<file path="config.mk">
export PLATFORM = sky130hd
export DESIGN_NAME = scan_frame_processor
export DESIGN_NICKNAME = d
export VERILOG_FILES = /design/src/rtl/scan_frame_processor.sv
export SDC_FILE = /design/constraint.sdc
export NUM_CORES = 1
export LEC_CHECK = 0
export CAP_MARGIN = 0
export CORE_UTILIZATION = 65
export CTS_BUF_LIST = sky130_fd_sc_hd__clkbuf_16
export CTS_CLUSTER_SIZE = 16
export DETAILED_ROUTE_END_ITERATION = 8
export DONT_BUFFER_PORTS = 1
export GPL_ROUTABILITY_DRIVEN = 1
export GPL_TIMING_DRIVEN = 0
export PLACE_DENSITY = 0.77
export SLEW_MARGIN = 25
export SYNTH_ARGS = -nofsm -noshare
export SYNTH_HDL_FRONTEND = slang
export SYNTH_SLANG_ARGS = --single-unit
</file>
<file path="constraint.sdc">
create_clock -name clock -period 3.8 [get_ports clock]
set_clock_uncertainty 0.15 [all_clocks]
set_input_delay 0.57 -clock clock [delete_from_list [all_inputs] [get_ports clock]]
set_output_delay 0.57 -clock clock [all_outputs]
set_load 0.01 [all_outputs]
</file>
<file path="src/rtl/scan_frame_processor.sv">
// Streaming rangefinder frame processor: min/max distance, near-hit vector and
// interpolated angles. Define SCAN_ANGLE_EN to build the angle dividers and CALC state.
module scan_frame_processor #(
    parameter int DIST_W  = 16,
    parameter int ANGLE_W = 16,
    parameter int HIT_W   = 16
) (
    input  logic               clock,
    input  logic               reset,
    input  logic [7:0]         datain,
    input  logic               flashin,
    input  logic [DIST_W-1:0]  hit_thresh,
    output logic               busy,
    output logic [DIST_W-1:0]  lowest,
    output logic [DIST_W-1:0]  highest,
    output logic [ANGLE_W-1:0] lowest_angle,
    output logic [ANGLE_W-1:0] highest_angle,
    output logic [HIT_W-1:0]   hitvector,
    output logic               frame_err,
    output logic               flashout
);
    // state   | meaning
    // IDLE    | waiting for the length byte
    // FSA_RX  | assembling first scan angle
    // LSA_RX  | assembling last scan angle
    // DATA_RX | assembling samples, updating stats
    // CALC    | interpolating angles (dividers)
    // DONE    | flashout pulse, back to IDLE
    typedef enum logic [2:0] {IDLE, FSA_RX, LSA_RX, DATA_RX, CALC, DONE} state_t;

    localparam logic [7:0] DIST_LAST  = 8'(DIST_W / 8 - 1);
    localparam logic [7:0] ANGLE_LAST = 8'(ANGLE_W / 8 - 1);

    state_t              state;
    logic [7:0]          n_len, byte_cnt, sample_idx;
    logic [DIST_W-1:0]   thresh, dist_acc, sample;
    logic [DIST_W+7:0]   dist_wide;
    logic [HIT_W-1:0]    hit_mask;

    // Bytes arrive LSB first: shift right, new byte enters at the top.
    assign dist_wide = {datain, dist_acc};
    assign sample    = dist_wide[DIST_W+7:8];
    assign hit_mask  = HIT_W'(1) << sample_idx;

`ifdef SCAN_ANGLE_EN
    localparam int QW = ANGLE_W + 9;
    localparam int CW = $clog2(QW + 1);

    logic [ANGLE_W-1:0]  fsa, lsa;
    logic [ANGLE_W+7:0]  fsa_wide, lsa_wide;
    logic [7:0]          lo_idx, hi_idx, divisor, lo_r, hi_r;
    logic [CW-1:0]       calc_cnt;
    logic                calc_first;
    logic [QW-1:0]       fsa_x, lsa_x, lo_div, hi_div, lo_q, hi_q;
    logic [QW+7:0]       lo_step, hi_step;

    // One restoring step: returns {quotient shift reg, remainder}.
    function automatic logic [QW+7:0] div_step(input logic [QW-1:0] q,
                                               input logic [7:0]    r,
                                               input logic [7:0]    d);
        logic [8:0] rs;
        rs = {r, q[QW-1]};
        if (rs >= {1'b0, d})
            div_step = {q[QW-2:0], 1'b1, 8'(rs - {1'b0, d})};
        else
            div_step = {q[QW-2:0], 1'b0, rs[7:0]};
    endfunction

    assign fsa_wide   = {datain, fsa};
    assign lsa_wide   = {datain, lsa};
    assign divisor    = n_len - 8'd1;
    assign fsa_x      = QW'(fsa);
    assign lsa_x      = QW'(lsa);
    assign lo_div     = fsa_x * QW'(divisor - lo_idx) + lsa_x * QW'(lo_idx);
    assign hi_div     = fsa_x * QW'(divisor - hi_idx) + lsa_x * QW'(hi_idx);
    assign calc_first = (calc_cnt == '0);
    assign lo_step    = div_step(calc_first ? lo_div : lo_q, calc_first ? 8'd0 : lo_r, divisor);
    assign hi_step    = div_step(calc_first ? hi_div : hi_q, calc_first ? 8'd0 : hi_r, divisor);
`else
    assign lowest_angle  = '0;
    assign highest_angle = '0;
`endif

    always_ff @(posedge clock) begin
        if (reset) begin
            state      <= IDLE;
            n_len      <= '0;
            byte_cnt   <= '0;
            sample_idx <= '0;
            thresh     <= '0;
            dist_acc   <= '0;
            busy       <= 1'b0;
            lowest     <= '0;
            highest    <= '0;
            hitvector  <= '0;
            frame_err  <= 1'b0;
            flashout   <= 1'b0;
`ifdef SCAN_ANGLE_EN
            fsa           <= '0;
            lsa           <= '0;
            lo_idx        <= '0;
            hi_idx        <= '0;
            calc_cnt      <= '0;
            lo_q          <= '0;
            hi_q          <= '0;
            lo_r          <= '0;
            hi_r          <= '0;
            lowest_angle  <= '0;
            highest_angle <= '0;
`endif
        end else begin
            flashout <= 1'b0;
            case (state)
                IDLE: if (flashin) begin
                    n_len      <= datain;
                    thresh     <= hit_thresh;
                    byte_cnt   <= '0;
                    sample_idx <= '0;
                    lowest     <= '0;
                    highest    <= '0;
                    hitvector  <= '0;
`ifdef SCAN_ANGLE_EN
                    lowest_angle  <= '0;
                    highest_angle <= '0;
                    lo_idx        <= '0;
                    hi_idx        <= '0;
`endif
                    if (datain == 8'd0) begin
                        frame_err <= 1'b1;
                        flashout  <= 1'b1;
                        busy      <= 1'b0;
                        state     <= DONE;
                    end else begin
                        frame_err <= 1'b0;
                        busy      <= 1'b1;
                        state     <= FSA_RX;
                    end
                end
                FSA_RX: if (flashin) begin
`ifdef SCAN_ANGLE_EN
                    fsa <= fsa_wide[ANGLE_W+7:8];
`endif
                    if (byte_cnt == ANGLE_LAST) begin
                        byte_cnt <= '0;
                        state    <= LSA_RX;
                    end else begin
                        byte_cnt <= byte_cnt + 8'd1;
                    end
                end
                LSA_RX: if (flashin) begin
`ifdef SCAN_ANGLE_EN
                    lsa <= lsa_wide[ANGLE_W+7:8];
`endif
                    if (byte_cnt == ANGLE_LAST) begin
                        byte_cnt <= '0;
                        state    <= DATA_RX;
                    end else begin
                        byte_cnt <= byte_cnt + 8'd1;
                    end
                end
                DATA_RX: if (flashin) begin
                    dist_acc <= sample;
                    if (byte_cnt == DIST_LAST) begin
                        byte_cnt   <= '0;
                        sample_idx <= sample_idx + 8'd1;
                        if (sample < thresh)
                            hitvector <= hitvector | hit_mask;
                        // Strict compares: ties keep the earliest index.
                        if (sample_idx == 8'd0) begin
                            lowest  <= sample;
                            highest <= sample;
                        end else begin
                            if (sample < lowest) begin
                                lowest <= sample;
`ifdef SCAN_ANGLE_EN
                                lo_idx <= sample_idx;
`endif
                            end
                            if (sample > highest) begin
                                highest <= sample;
`ifdef SCAN_ANGLE_EN
                                hi_idx  <= sample_idx;
`endif
                            end
                        end
                        if (sample_idx == n_len - 8'd1) begin
`ifdef SCAN_ANGLE_EN
                            calc_cnt <= '0;
                            state    <= CALC;
`else
                            flashout <= 1'b1;
                            busy     <= 1'b0;
                            state    <= DONE;
`endif
                        end
                    end else begin
                        byte_cnt <= byte_cnt + 8'd1;
                    end
                end
                CALC: begin
`ifdef SCAN_ANGLE_EN
                    if (n_len == 8'd1) begin
                        lowest_angle  <= fsa;
                        highest_angle <= fsa;
                        flashout      <= 1'b1;
                        busy          <= 1'b0;
                        state         <= DONE;
                    end else begin
                        {lo_q, lo_r} <= lo_step;
                        {hi_q, hi_r} <= hi_step;
                        calc_cnt     <= calc_cnt + CW'(1);
                        if (calc_cnt == CW'(QW - 1)) begin
                            lowest_angle  <= lo_step[ANGLE_W+7:8];
                            highest_angle <= hi_step[ANGLE_W+7:8];
                            flashout      <= 1'b1;
                            busy          <= 1'b0;
                            state         <= DONE;
                        end
                    end
`else
                    state <= IDLE;
`endif
                end
                DONE:    state <= IDLE;
                default: state <= IDLE;
            endcase
        end
    end
endmodule

</file>
==> results.yml, run 1 <==
outcome:
  status: "finished, final reports clean"
sta:
  fin_setup_tns_ns: 0
  finalHoldViolCount: 0
  drv_slew: 0
  max_freq_mhz: 351
  worst-slew-pin-transition_ns: 0.649
  fin_crit_sh_pct: 75.0
  relSlewSlack_pct: 56.6
  finalCriticalPeriod_ns: 2.85
  grt_setup_unrepaired: "false"
  setup_viol: 0
flow_run:
  cap_violations: 0
detailed_routing:
  drt_wl_total_um: 16000
  wl_per_cell_um: 17.8
  drc: 0
  drt_iter0_drc: 333
  antenna_left: 0
  firstDrtPassIters: 5
  via_per_inst: 6.27
  vias: 5630
setup_path:
  worstPathMaxFanout: 10
  reg2reg_slack_ns: 0.95
  start_kind: "flop"
  crit_family: "compound AO/OA/AOI/OAI gates"
  cpPeakStageDelay_ns: 0.56
  cp_cell_sequence: "inv_1, ha_1, nand4_1, or3_1, a21oi_1, a2111oi_2, clkbuf_1, o221ai_1"
  cpMaxStageDelayCell: "a2111oi_2"
  cp.required_ns: 3.85
  crit_type: "reg2reg"
  worstPathArrival_ns: 2.90
  path_buf_inv: 2
  cp-end-kind: "flop"
clock_network:
  cts_setup_buffers: 0
  cts_buffer_depth: 2
  cts_resized: 0
  ctsHoldBuffers: 0
  cts_num_sinks: 102
  root_buffer: "clkbuf_16"
  cts_tree: "done"
  clock_latency_ns: 0.35
  cts.htree.levels: 3
  path_clk_slew_ns: 0.07
  numCtsBuffers: 9
global_route:
  grt_pass1_wl_um: 25900
  grt_max_degree: 18
  grt_usage_pct: 33.4
  grt_overflow: 0
  antenna_found_initial: 0
  grt_pass1_vias: 5385
floorplan:
  core-area_sq_um: 8890
  io_pins: 110
  rows: 34
  start_util_pct: 68.4
  die_x_um: 98.7
  dieArea_sq_um: 9750
  fp.dieH_um: 98.7
placement:
  port_buffers: 0
  gp_congestion: 0.937
  dp_cells: 882
  dpl.hpwl_um: 11800
cells_and_area:
  fin_cells: 898
  final_cell_mix: "nand2_1 (122), dfxtp_1 (102), inv_1 (55)"
  layout_commonest_cell: "nand2_1"
  antenna_cells: 0
  syn_to_final_growth_pct: 9.40
  final_layout_size_suffix_gt1_share_pct: 11.3
  nets: 863
yosys:
  yosysSeqAreaShare_pct: 33.6
  syn_inst: 743
  syn_area_per_cell_sq_um: 8.18
  synth_edf_count: 0
  syn_area_sq_um: 6080
  synth_cell_types: 63
  synth.ff_latch_count: 102
  async_reset_ff_share_pct: 0
  yosysWarnings: 0
  synth_flop_cell: "dfxtp_1"
hold_path:
  hp-class: "in2reg"
power_and_ir_drop:
  peakVddDrop_mv: 0.192
  powerDensity_nw_per_um2: 359
  p_leak_nw: 2.50
synth_stat cells (2+ instances only):
cell | instances | area share [%]
nand2_1 | 122 | 7.5
dfxtp_1 | 102 | 34
inv_1 | 55 | 3.4
a21oi_1 | 52 | 4.3
ha_1 | 51 | 10
nand3_1 | 39 | 3.2
nor2_1 | 33 | 2.0
buf_4 | 32 | 4.0
clkbuf_1 | 31 | 1.9
o211ai_1 | 21 | 2.6
a32oi_1 | 17 | 2.4
nand4_1 | 16 | 1.6
o221ai_1 | 15 | 2.2
o41ai_1 | 14 | 2.0
xor2_1 | 14 | 2.0
o21ai_2 | 11 | 1.6
or3_1 | 10 | 1.0
buf_2 | 9 | 0.74
xnor2_1 | 9 | 1.3
a21o_1 | 8 | 0.99
o21ai_0 | 6 | 0.49
nor2b_1 | 5 | 0.51
nor3_1 | 5 | 0.41
a2111oi_0 | 4 | 0.58
nor4_1 | 4 | 0.41
o21ai_1 | 4 | 0.33
and3_1 | 3 | 0.31
buf_6 | 3 | 0.56
o21a_1 | 3 | 0.37
o31ai_2 | 3 | 0.62
a211oi_1 | 2 | 0.25
and4_1 | 2 | 0.29
buf_1 | 2 | 0.12
nand3b_1 | 2 | 0.25
nor2_2 | 2 | 0.21
o22ai_1 | 2 | 0.21
o31ai_1 | 2 | 0.25
o41ai_2 | 2 | 0.53
or2_1 | 2 | 0.21
routing by layer:
layer / routed length (um) / GRT usage, %
met5: 0 / 0
met4: 665 / 18.3
met3: 1260 / 6.17
met2: 7910 / 58.3
met1: 6170 / 38.9
worst paths after layout:
path,startpoint,endpoint,cells past startpoint
min,hit_thresh[9],thresh[9]$_SDFFE_PP0P_,2
max,highest[13]$_SDFFE_PP0P_,highest[3]$_SDFFE_PP0P_,8
min reg2reg,thresh[9]$_SDFFE_PP0P_,thresh[9]$_SDFFE_PP0P_,2
max reg2reg,highest[13]$_SDFFE_PP0P_,highest[3]$_SDFFE_PP0P_,8
final cells by class:
class                           instances  area (sq um)
Clock buffer                            9           225
Inverter                               55           206
Sequential cell                       102          2040
Tap cell                              108           135
Multi-Input combinational cell        540          3510
Clock inverter                          7          95.1
Fill cell                             700          2240
Buffer                                 77           443
where the power goes:
| part | total (W) | internal (W) | switching (W) |
|---|---|---|---|
| Combinational | 0.000274 | 0.000103 | 0.000171 |
| Clock | 0.00100 | 0.000580 | 0.000424 |
| Sequential | 0.00111 | 0.00109 | 0.0000186 |
kinds of logic (layout without fill, tap and decap cells):
logic type                 Yosys count  after routing  share of synthesized area [%]
buffers and inverters              132            148                           10.7
adders and majority gates           51             51                           10.5
xor gates and xnor gates            24             24                           3.58
AOI/OAI and AO/OA                  176            176                           21.6
and+or+nand+nor                    257            257                           20.0
other                                1             32                         0.0617
DFF                                102            102                           33.6
metrics by stage:
stage | cell area, sq um | hold slack (ns) | total power, W | utilization, % | worst slack, ns
after global placement | 6330 | 0.293 | 0.00139 | 71.2 | 1.00
after floorplan | 6200 | 0.286 | 0.00134 | - | 1.26
after detailed placement | 6330 | 0.298 | 0.00140 | 71.2 | 0.979
after CTS | 6650 | 0.197 | 0.00238 | 74.8 | 1.03
after global routing | 6650 | 0.205 | 0.00248 | 74.8 | 0.840
final | 6650 | 0.199 | 0.00239 | 74.8 | 0.951
registers in the layout (all words and copies together), names as in the netlist:
| register | flops |
|---|---|
| frame_err | 1 |
| busy | 1 |
| byte_cnt | 8 |
| sample_idx | 8 |
| flashout | 1 |
| hitvector | 16 |
| thresh | 16 |
| state | 3 |
| highest | 16 |
| n_len | 8 |
| dist_acc | 8 |
| lowest | 16 |
(Power assumes the default switching activity.)
==> run 2, diff against run 1 <==
Settings changed: ABC_AREA from default to 1, CORE_UTILIZATION 65 to 64, PLACE_DENSITY 0.77 to 0.76.
Clock period 3.8 ns to 2.9 ns, I/O delays scaled along.
==> run 2 against run 1 <==
Highest routed layer unchanged. Cell count grew 6.7%. Critical path depth is 4 higher. Worst setup slack got worse by 0.57 ns. Maximum frequency up 13%. Die area down 4.1%. Worst hold slack worse by 0.13 ns. Sequential power increased by 59%. Combinational power increased to 5.5 times the previous value. Flip-flop and latch count stayed put. Global-route usage decreased by 2.8 points. Largest power group unchanged. Register-to-register slack lost 0.57 ns. Sequential share of layout area is 1.8 points higher.
==> results.yml, run 2 <==
outcome:
  status: "finished, final reports clean"
sta:
  fin_setup_tns_ns: 0
  hold_ws_ns: 0.0742
  drv_slew: 0
  setup_viol: 0
  relSlewSlack_pct: 60.2
  max_freq_mhz: 397
  worst-slew-pin-transition_ns: 0.597
  finalHoldViolCount: 0
  finalCriticalPeriod_ns: 2.52
  fin_crit_sh_pct: 86.9
  grt_setup_unrepaired: "false"
cells_and_area:
  nets: 923
  final_cell_mix: "nand2_1 (116), inv_1 (113), dfxtp_1 (102)"
  final_layout_size_suffix_gt1_share_pct: 8.00
  num-fill-cells: 768
  syn_to_final_growth_pct: 9.71
  layout_commonest_cell: "nand2_1"
  final_core_util_pct: 72.5
  antenna_cells: 0
  fin_cells: 958
yosys:
  syn_area_sq_um: 5730
  yosysSeqAreaShare_pct: 35.6
  syn_area_per_cell_sq_um: 7.14
  yosysMostFrequentCell: "nand2_1"
  async_reset_ff_share_pct: 0
  synthTopCellsByCount: "nand2_1 (116), inv_1 (113), dfxtp_1 (102)"
  syn_inst: 803
  synth.top_cell.area_share_pct: 35.6
  yosysWarnings: 0
  synth_cell_types: 37
  synthTopCellsByArea: "dfxtp_1 (36%), ha_1 (11%), a21oi_1 (8.7%)"
  synth_flop_cell: "dfxtp_1"
  synth_edf_count: 0
  synth.ff_latch_count: 102
  synth_area_leader_cell: "dfxtp_1"
power_and_ir_drop:
  powerDensity_nw_per_um2: 722
  p_leak_nw: 2.72
  peakVddDrop_mv: 0.337
clock_network:
  numCtsBuffers: 9
  ctsHoldBuffers: 0
  cts_tree: "done"
  path_clk_slew_ns: 0.07
  cts_resized: 0
  cts_num_sinks: 102
  cts_setup_buffers: 0
  cts_buffer_depth: 2
  clock_latency_ns: 0.35
  root_buffer: "clkbuf_16"
  cts.htree.levels: 3
floorplan:
  dieArea_sq_um: 9340
  rows: 34
  core-area_sq_um: 8680
  die_x_um: 96.7
  io_pins: 110
  fp.dieH_um: 96.7
  start_util_pct: 66.1
global_route:
  grt_use_met1_pct: 39.1
  grtUsageMet3_pct: 7.44
  grt_overflow: 0
  met2_usage_pct: 49.3
  grt_pass1_vias: 4992
  top_usage_layer: "met2"
  grt_usage_pct: 30.6
  grt_max_degree: 19
  grt_pass1_wl_um: 23100
  antenna_found_initial: 0
setup_path:
  crit_type: "reg2reg"
  cp.required_ns: 3.03
  worstPathArrival_ns: 2.65
  start_kind: "flop"
  worstPathMaxFanout: 10
  cp-end-kind: "flop"
placement:
  dpl.hpwl_um: 10500
  dp_cells: 942
  gp_congestion: 0.914
  port_buffers: 0
detailed_routing:
  wl_per_cell_um: 14.2
  antenna_left: 0
  drt_wl_total_um: 13600
  via_per_inst: 5.38
  firstDrtPassIters: 5
  drc: 0
  vias: 5152
  drt_iter0_drc: 213
flow_run:
  cap_violations: 0
hold_path:
  hp-class: "in2reg"
==> run 2: per-layer routing <==
metal  wire length (um)  up-vias
met5                  0        -
met4                387        0
met3               1130       32
met2               6350      188
met1               5770     2307
li1                   -     2625
==> run 2: through the flow <==
step / setup WS, ns / power (W) / instance area, sq um
final: 0.379 / 0.00454 / 6290
after global routing: 0.0670 / 0.00486 / 6290
after CTS: 0.374 / 0.00454 / 6290
after detailed placement: 0.412 / 0.00330 / 5990
after global placement: 0.459 / 0.00323 / 5990
after floorplan: 0.816 / 0.00295 / 5850
==> run 2: layout make-up <==
cell class              instances  area [sq um]  share of cell area [%]
plain buffers                  55           348                    5.53
clock buffers                   9           225                    3.58
clock inverters                 7          80.1                    1.27
multi-input cells             557          3010                    47.8
flip-flops and latches        102          2040                    32.5
inverters                     120           452                    7.18
well taps                     108           135                    2.15
==> run 2: critical path: stages, from the launching register on <==
cell and delay [ns]:
dfxtp_1 0.41, inv_1 0.07, ha_1 0.31, a21oi_1 0.14, nor2_1 0.05, a211oi_1 0.17
nand2_1 0.12, nand2_1 0.08, nand2_1 0.05, nand2_1 0.22, clkbuf_1 0.38, nand3_1 0.13
a21oi_1 0.17
==> run 2: final timing paths <==
check / depth (start not counted) / from / slack (ns) / end
setup reg to reg: 12 / lowest[5]$_SDFFE_PP0P_ / 0.38 / lowest[6]$_SDFFE_PP0P_
hold reg to reg: 2 / thresh[8]$_SDFFE_PP0P_ / 0.31 / thresh[8]$_SDFFE_PP0P_
setup / recovery: 12 / lowest[5]$_SDFFE_PP0P_ / 0.38 / lowest[6]$_SDFFE_PP0P_
hold / removal: 2 / datain[6] / 0.07 / n_len[6]$_SDFFE_PP0P_
==> run 2: kinds of logic after synthesis <==
| kind of cell | after synthesis | synth area share (%) |
|---|---|---|
| other | 1 | 0.0654 |
| adders and majority gates | 51 | 11.1 |
| AOI/OAI and AO/OA | 166 | 15.0 |
| xor gates and xnor gates | 11 | 1.68 |
| DFF | 102 | 35.6 |
| buffers and inverters | 175 | 13.9 |
| and+or+nand+nor | 297 | 22.6 |
==> run 2: power breakdown <==
group | internal (W) | switching, W
Sequential | 0.00159 | 0.000184
Combinational | 0.000539 | 0.000981
Clock | 0.000680 | 0.000564
Total | 0.00281 | 0.00173
